==> config.mk <==
export PLATFORM = sky130hd
export DESIGN_NAME = mult_div_unit
export DESIGN_NICKNAME = d
export VERILOG_FILES = /design/src/rtl/mult_div_unit.sv
export SDC_FILE = /design/constraint.sdc
export NUM_CORES = 1
export LEC_CHECK = 0
export BUFFER_PORTS_ARGS = -buffer_cell sky130_fd_sc_hd__buf_2
export CORE_ASPECT_RATIO = 1.4
export CORE_MARGIN = 1.5
export CORE_UTILIZATION = 50
export DETAILED_ROUTE_END_ITERATION = 7
export GPL_TIMING_DRIVEN = 0
export PLACE_DENSITY_LB_ADDON = 0.1
export SLEW_MARGIN = 30
export SYNTH_ARGS = -nofsm -noshare
export SYNTH_HDL_FRONTEND = slang
export SYNTH_SLANG_ARGS = --single-unit
export TNS_END_PERCENT = 50
==> constraint.sdc <==
create_clock -name clk -period 3.7 [get_ports clk]
set_clock_uncertainty 0.1 [all_clocks]
set_input_delay 0.37 -clock clk [delete_from_list [all_inputs] [get_ports clk]]
set_output_delay 0.37 -clock clk [all_outputs]
set_load 0.1 [all_outputs]
==> src/rtl/mult_div_unit.sv <==
`default_nettype none
// ============================================================================
// Module   : mult_div_unit
// Purpose  : Iterative 32-bit MULT/MULTU/DIV/DIVU unit writing HI/LO.
// Revision : 1.0 - initial release
// ============================================================================
module mult_div_unit (
    input  logic        clk,
    input  logic        reset,
    input  logic [31:0] a,
    input  logic [31:0] b,
    input  logic        start,
    input  logic [1:0]  op,
    output logic        busy,
    output logic        done,
    output logic [31:0] hi,
    output logic [31:0] lo
);

    typedef enum logic [1:0] {
        S_IDLE   = 2'd0,
        S_RUN    = 2'd1,
        S_FINISH = 2'd2
    } state_t;

    localparam logic [5:0] c_LAST_ITER = 6'd31;

    state_t      r_state;
    logic [5:0]  r_count;
    logic        r_is_div;
    logic        r_neg_lo;
    logic        r_neg_hi;
    logic        r_div_zero;
    logic [31:0] r_opb;
    logic [31:0] r_acc_hi;
    logic [31:0] r_acc_lo;
    logic [31:0] r_a_orig;

    // op[0] marks the signed variants; op[1] selects divide
    logic        w_a_neg;
    logic        w_b_neg;
    logic [31:0] w_a_mag;
    logic [31:0] w_b_mag;

    logic [32:0] w_sum;
    logic [31:0] w_mul_hi;
    logic [31:0] w_mul_lo;

    logic [32:0] w_shift_rem;
    logic [32:0] w_diff;
    logic        w_ge;
    logic [31:0] w_div_hi;
    logic [31:0] w_div_lo;

    logic [63:0] w_prod;
    logic [63:0] w_prod_fix;
    logic [31:0] w_quo_fix;
    logic [31:0] w_rem_fix;

    always_comb begin
        w_a_neg = op[0] & a[31];
        w_b_neg = op[0] & b[31];
        w_a_mag = w_a_neg ? (~a + 32'd1) : a;
        w_b_mag = w_b_neg ? (~b + 32'd1) : b;

        w_sum    = {1'b0, r_acc_hi} + (r_acc_lo[0] ? {1'b0, r_opb} : 33'd0);
        w_mul_hi = w_sum[32:1];
        w_mul_lo = {w_sum[0], r_acc_lo[31:1]};

        // Bit 32 of the 33-bit difference doubles as the borrow flag
        w_shift_rem = {r_acc_hi, r_acc_lo[31]};
        w_diff      = w_shift_rem - {1'b0, r_opb};
        w_ge        = ~w_diff[32];
        w_div_hi    = w_ge ? w_diff[31:0] : w_shift_rem[31:0];
        w_div_lo    = {r_acc_lo[30:0], w_ge};

        w_prod     = {r_acc_hi, r_acc_lo};
        w_prod_fix = r_neg_lo ? (~w_prod + 64'd1) : w_prod;
        w_quo_fix  = r_neg_lo ? (~r_acc_lo + 32'd1) : r_acc_lo;
        w_rem_fix  = r_neg_hi ? (~r_acc_hi + 32'd1) : r_acc_hi;
    end

    always_ff @(posedge clk) begin
        if (reset) begin
            r_state    <= S_IDLE;
            r_count    <= 6'd0;
            r_is_div   <= 1'b0;
            r_neg_lo   <= 1'b0;
            r_neg_hi   <= 1'b0;
            r_div_zero <= 1'b0;
            r_opb      <= 32'd0;
            r_acc_hi   <= 32'd0;
            r_acc_lo   <= 32'd0;
            r_a_orig   <= 32'd0;
            busy       <= 1'b0;
            done       <= 1'b0;
            hi         <= 32'd0;
            lo         <= 32'd0;
        end else begin
            done <= 1'b0;
            case (r_state)
                S_IDLE: begin
                    if (start) begin
                        r_state    <= S_RUN;
                        r_count    <= 6'd0;
                        r_is_div   <= op[1];
                        r_neg_lo   <= w_a_neg ^ w_b_neg;
                        r_neg_hi   <= w_a_neg;
                        r_div_zero <= op[1] & (b == 32'd0);
                        r_a_orig   <= a;
                        r_acc_hi   <= 32'd0;
                        r_acc_lo   <= op[1] ? w_a_mag : w_b_mag;
                        r_opb      <= op[1] ? w_b_mag : w_a_mag;
                        busy       <= 1'b1;
                    end
                end
                S_RUN: begin
                    if (r_is_div) begin
                        r_acc_hi <= w_div_hi;
                        r_acc_lo <= w_div_lo;
                    end else begin
                        r_acc_hi <= w_mul_hi;
                        r_acc_lo <= w_mul_lo;
                    end
                    if (r_count == c_LAST_ITER) begin
                        r_count <= 6'd0;
                        r_state <= S_FINISH;
                    end else begin
                        r_count <= r_count + 6'd1;
                    end
                end
                S_FINISH: begin
                    if (r_is_div && r_div_zero) begin
                        hi <= r_a_orig;
                        lo <= 32'hFFFF_FFFF;
                    end else if (r_is_div) begin
                        hi <= w_rem_fix;
                        lo <= w_quo_fix;
                    end else begin
                        hi <= w_prod_fix[63:32];
                        lo <= w_prod_fix[31:0];
                    end
                    done    <= 1'b1;
                    busy    <= 1'b0;
                    r_state <= S_IDLE;
                end
                default: begin
                    r_state <= S_IDLE;
                    busy    <= 1'b0;
                end
            endcase
        end
    end

endmodule
`default_nettype wire

# After elaboration in Yosys (flattened, before gate mapping)
# Index checks and enable logic that the tools add are counted.
[classes] n_bitwise=11 n_mux=28 addsub=8 n_reduce_logical=8 eq_ne=5
[ops] operator="$mux 32" count=16
[ops] operator="$add 32x1->32 const B" count=4
[ops] operator="$not 32->32" count=4
[ops] operator="$pmux 32 s2" count=2
[ops] operator="$add 64x1->64 const B" count=1
[ops] operator="$mux 64" count=1
[ops] operator="$not 64->64" count=1
[ops] operator="$add 32x32->33" count=1
[ops] operator="$sub 33x32->33" count=1
[ops] operator="$logic_not 32->1" count=1
[ops] operator="$mux 6" count=2
[ops] operator="$pmux 6 s2" count=1
[ops] operator="$reduce_and 2->1" count=4
[ops] operator="$add 6x1->6 const B" count=1
[ops] operator="$eq 6x5->1 const B" count=1
[ops] operator="$mux 2" count=2
[ops] operator="$ne 2x2->1 const B" count=2
[ops] operator="$pmux 2 s2" count=1
[ops] operator="$and 1x1->1" count=3
[ops] operator="$eq 2x1->1 const B" count=1
[ops] operator="$eq 2x2->1 const B" count=1
[ops] operator="$logic_not 2->1" count=1
[ops] operator="$mux 1" count=2
[ops] operator="$not 1->1" count=2
[ops] operator="4 further kinds" count=4
[totals] register_bits=206 wordCells=74 out_inout_bits=66

# Logic depth before layout (Yosys ltp)
[logic_depth] ltp_word=6 depth_mapped=16 ltp_nobuf=13

# Least setup slack after synthesis
# No wires, ideal clock.
[synth_path] path_kind="reg-to-reg" start="register r_acc_lo[31]" end="register r_acc_hi[18]" period_less_slack_ns=3.470 path_buffers=4 arrival_time_ns=3.254 slack_ns=0.230 required_ns=3.484 stages_incl_launch_ff=17 setup_time_ns=0.116 path_cell_list="dfxtp_1 clkbuf_1 inv_1 ha_1 fa_1 nand2b_1 a21oi_1 nor4_1 nand3b_1 a31oi_1 a311o_1 buf_2 and2_1 buf_2 buf_4 o221ai_1 a31o_2"
[synth_between] elab_chain_cells=4
[synth_lines] element="start, declared" line="36" text="logic [31:0] r_acc_lo;"
[synth_lines] element="start signal, assigned" line="112" text="r_acc_lo <= op[1] ? w_a_mag : w_b_mag;"
[synth_lines] element="start signal, assigned" line="120" text="r_acc_lo <= w_div_lo;"
[synth_lines] element="start signal, assigned" line="123" text="r_acc_lo <= w_mul_lo;"
[synth_lines] element="$sub 33x32->33" line="72" text="w_diff = w_shift_rem - {1'b0, r_opb};"
[synth_lines] element="$mux 32" line="74" text="w_div_hi = w_ge ? w_diff[31:0] : w_shift_rem[31:0];"
[synth_lines] element="$mux 32" line="118" text="if (r_is_div) begin"
[synth_lines] element="$pmux 32 s2" line="101" text="case (r_state)"
[synth_lines] element="end signal, assigned" line="119" text="r_acc_hi <= w_div_hi;"
[synth_lines] element="end signal, assigned" line="122" text="r_acc_hi <= w_mul_hi;"
[synth_lines] element="end, declared" line="35" text="logic [31:0] r_acc_hi;"
# No other way between the ends.
# A chain may end at the register's enable or synchronous reset.

# Worst setup path in the final report
[layout_path] start="register r_acc_hi[1]" end="register r_acc_hi[24]"
[layout_between] elab_chain_cells=4
[layout_lines] element="$sub 33x32->33" line="72"
[layout_lines] element="$mux 32" line="74"
[layout_lines] element="$mux 32 (*)" line="118"
[layout_lines] element="$pmux 32 s2 (*)" line="101"
# Every way passes the cells marked *; elsewhere a longest branch is shown, timed or not.

==> impl_metrics.tcl <==
set metrics [dict create \
    power_density_mw_per_mm2 371 \
    synth-xor-area-share_pct 9.39 \
    critical_r2r_capture "r_acc_hi[24]" \
    max_freq_mhz 272 \
    synth_async_reset_ratio_pct 0 \
    synth.net_count 2266 \
    pre_cts_slack_ns -1.02 \
    fin_util_pct 58.5 \
    globalRoute.totalOverflow 0 \
    grtUsageTotal_pct 39.0 \
    diodes 0 \
    detailroute.via_count 17100 \
    setup-violations-final 0 \
    cp.required_ns 4.01 \
    cts_sinks 206 \
    fill_cells 3066 \
    postSynthCellCount 2126 \
    grt_first_pass_wirelength_um 96400 \
    max-clock-path-buffers 3 \
    row_count 76 \
    setup-tns-final_ns 0 \
    yosys.area.top_type "sky130_fd_sc_hd__dfxtp_1" \
    dp.final_hpwl_um 51800 \
    register_clock_pin_slew_on_the_reported_worst_setup_and_hold_paths_ns 0.06 \
    syn_area_mm2 0.0157 \
    cts_root_buf "sky130_fd_sc_hd__clkbuf_16" \
    synthFlopType "sky130_fd_sc_hd__dfxtp_1" \
    arrival_ns 3.98 \
    grt_start_max_net_pins 15 \
    worst_slack_ns 0.0240 \
    total_leakage_power_nw 7.17 \
    sequential_cell_area_mm2 0.00414 \
    drv_slew 0 \
    detailedRoute.firstPassIterationCount 8 \
    worst_hold_path_class "in -> reg" \
    gpl.final_weighted_congestion 1.06 \
    slew_headroom_pct 30.5 \
    synthDistinctLibCells 77 \
    tritoncts "built" \
    crit_path_start_kind "flip-flop" \
    synth-compound-area-share_pct 27.0 \
    simple_gate_portion_of_the_synthesized_area_pct 21.7 \
    nets 2439 \
    grt_pass1_vias 16300 \
    worstSetupPathDepth 13 \
    seq_area_frac_synth_pct 26.3 \
    postPlaceCellArea_mm2 0.0169 \
    fin_crit_ns 3.68 \
    die_y_um 213 \
    die_width_um 153 \
    route.detailed.vias_per_inst 6.33 \
    synthesis.area_per_instance_um2 7.37 \
    fin_total_pwr_mw 6.69 \
    worst-slew-pin-transition_ns 1.04 \
    synthAdderAreaFrac_pct 5.76 \
    antenna_violating_nets_left 0 \
    path_buf_inv 3 \
    reg2reg_slack_ns 0.02 \
    synth_enable_flop_cells 0 \
    initial_detailed_routing_violation_count 1477 \
    post_drt_wl_per_cell_um 24.0 \
    r2r.worst_path.cells 13 \
    synth_top_family_by_area "compound AO/OA/AOI/OAI gates" \
    rr_startpoint "r_acc_hi[1]" \
    setup.worst_path.end_class "flip-flop" \
    synth_seq_cells 206 \
    final_area_mm2 0.0180 \
    max-cap-violations 0 \
    synth_warnings 0 \
    unrepaired_setup_endpoints_after_global_routing "no" \
    hold-worst-slack_ns 0.0164 \
    core_mm2 0.0308 \
    crit_path_max_incr_delay_ns 0.57 \
    buffer_ports.inserted 133 \
    synth_largest_type_area_fraction_pct 26.3 \
    place_inst 2649 \
    die_area_mm2 0.0324 \
    path_max_fanout 10 \
    io_pins 135 \
    ys_top_cells_by_area "sky130_fd_sc_hd__dfxtp_1, sky130_fd_sc_hd__a21oi_1, sky130_fd_sc_hd__nand2_1" \
    layout-area-overhead-vs-synth_pct 14.9 \
    multi_input_area_mm2 0.0109 \
    htree_levels 1 \
    vdd.ir_drop.worst_uv 399 \
    route.detailed.drc 0 \
    synthMuxAreaShare_pct 4.41 \
    initial_core_util_pct 50.9 \
    setup.worst_path.start "r_acc_hi[1]" \
    cp_slowest_cell "sky130_fd_sc_hd__dfxtp_1" \
    cts-buffers-inserted 23 \
    grt_antenna_before_repair 0 \
    yosys.cell_count.top_type "sky130_fd_sc_hd__nand2_1" \
    layout_worst_path_cycle_share_pct 99.4 \
    crit_type "reg -> reg" \
    post_synth_most_frequent_cells "sky130_fd_sc_hd__nand2_1, sky130_fd_sc_hd__nor2_1, sky130_fd_sc_hd__dfxtp_1, sky130_fd_sc_hd__a21oi_1, sky130_fd_sc_hd__clkbuf_1" \
    outcome "finished clean" \
    setup.worst_path.end "r_acc_hi[24]" \
    hold_viol_final 0 \
    final_layout_size_suffix_gt1_share_pct 11.3 \
    clk_latency_ns 0.55 \
    worstPathCellList "ha_1, nand2b_2, a21oi_4, nor4_2, nand3b_1, a31oi_4, buf_4, a22oi_2, and2_1, buf_6, buf_12, mux2i_1, o221ai_1" \
    critical-path-top-delay-family "simple AND/OR/NAND/NOR gates" \
    final_cells 2704 \
    drt-total-wl_um 65000 \
]
state kept, by name, indices dropped and copies added (netlist names), 2 cells and up:
name / flops
lo: 32
r_opb: 32
r_a_orig: 32
r_state: 2
r_acc_hi: 32
r_count: 6
hi: 32
r_acc_lo: 32
cells in the final DEF (no fill, tap or decap), types with 23 or more instances in the layout:
cell type                   count
sky130_fd_sc_hd__ha_1          69
sky130_fd_sc_hd__xnor2_1       98
sky130_fd_sc_hd__o211ai_1      39
sky130_fd_sc_hd__nor2_1       230
sky130_fd_sc_hd__o22ai_1       25
sky130_fd_sc_hd__a31oi_1       28
sky130_fd_sc_hd__a211oi_1      86
sky130_fd_sc_hd__dfxtp_1      199
sky130_fd_sc_hd__buf_2        138
sky130_fd_sc_hd__inv_1         68
sky130_fd_sc_hd__a21oi_1      191
sky130_fd_sc_hd__nor3_1        44
sky130_fd_sc_hd__mux2i_1       68
sky130_fd_sc_hd__xor2_1        69
sky130_fd_sc_hd__clkbuf_1     118
sky130_fd_sc_hd__nand2_1      259
sky130_fd_sc_hd__o21ai_0       94
sky130_fd_sc_hd__a21o_1        28
sky130_fd_sc_hd__nand3_1       44
sky130_fd_sc_hd__clkbuf_16     23
what timing repair did:
| item | CTS | global route |
|---|---|---|
| pin swaps | 4 | 6 |
| hold buffers | 2 | 0 |
| setup buffers | 5 | 10 |
| cloned | 0 | 0 |
| setup endpoints to repair | 54 | 46 |
| endpoints found under the hold margin | 2 | 0 |
| gates resized for setup | 37 | 29 |
final cells by class:
class                   instances  area share, %
multi-input cells            1702           60.5
well taps                     390           2.71
repair buffers                150           4.57
clock buffers                  28           3.58
flip-flops and latches        206           23.0
clock inverters                12          0.632
plain buffers                 147           3.56
inverters                      69           1.46
routing by layer:
metal  wire, µm  vias to the layer above  GRT usage [%]
met1      23900                     8100           42.6
met4       5530                        0           29.5
li1           -                     8031              -
met3       4100                      239           6.03
met2      31500                      756           68.0
met5          0                        -              0
power breakdown:
| group | switching (mW) | internal, mW | total [mW] |
|---|---|---|---|
| logic | 1.22 | 0.676 | 1.90 |
| registers | 0.125 | 2.32 | 2.44 |
| clock network | 1.02 | 1.32 | 2.34 |
| total | 2.37 | 4.31 | 6.69 |
cells by family (layout without fill, tap and decap cells):
logic type	Yosys count	count (layout)
fa+ha+maj	71	71
flops	206	206
xor+xnor	168	168
mux	69	69
compound gates	652	652
buf+inv	218	406
simple gates	742	742
worst min path at each step:
| stage | to | cells past startpoint | slack (ns) | from |
|---|---|---|---|---|
| after CTS | r_a_orig[18] | 3 | 0.001 | a[18] |
| after global routing | r_a_orig[18] | 3 | 0.01 | a[18] |
| after floorplan | r_opb[10] | 2 | 0.33 | r_opb[10] |
| after global placement | r_a_orig[18] | 2 | 0.34 | r_a_orig[18] |
| after detailed placement | r_a_orig[15] | 2 | 0.35 | r_a_orig[15] |
| final | r_a_orig[18] | 3 | 0.02 | a[18] |
worst min-delay path: stages:
cell and delay [ns]:
sky130_fd_sc_hd__buf_2 0.12, sky130_fd_sc_hd__nand2_1 0.06, sky130_fd_sc_hd__a21oi_1 0.05
Power figures use the tool's default switching activity.
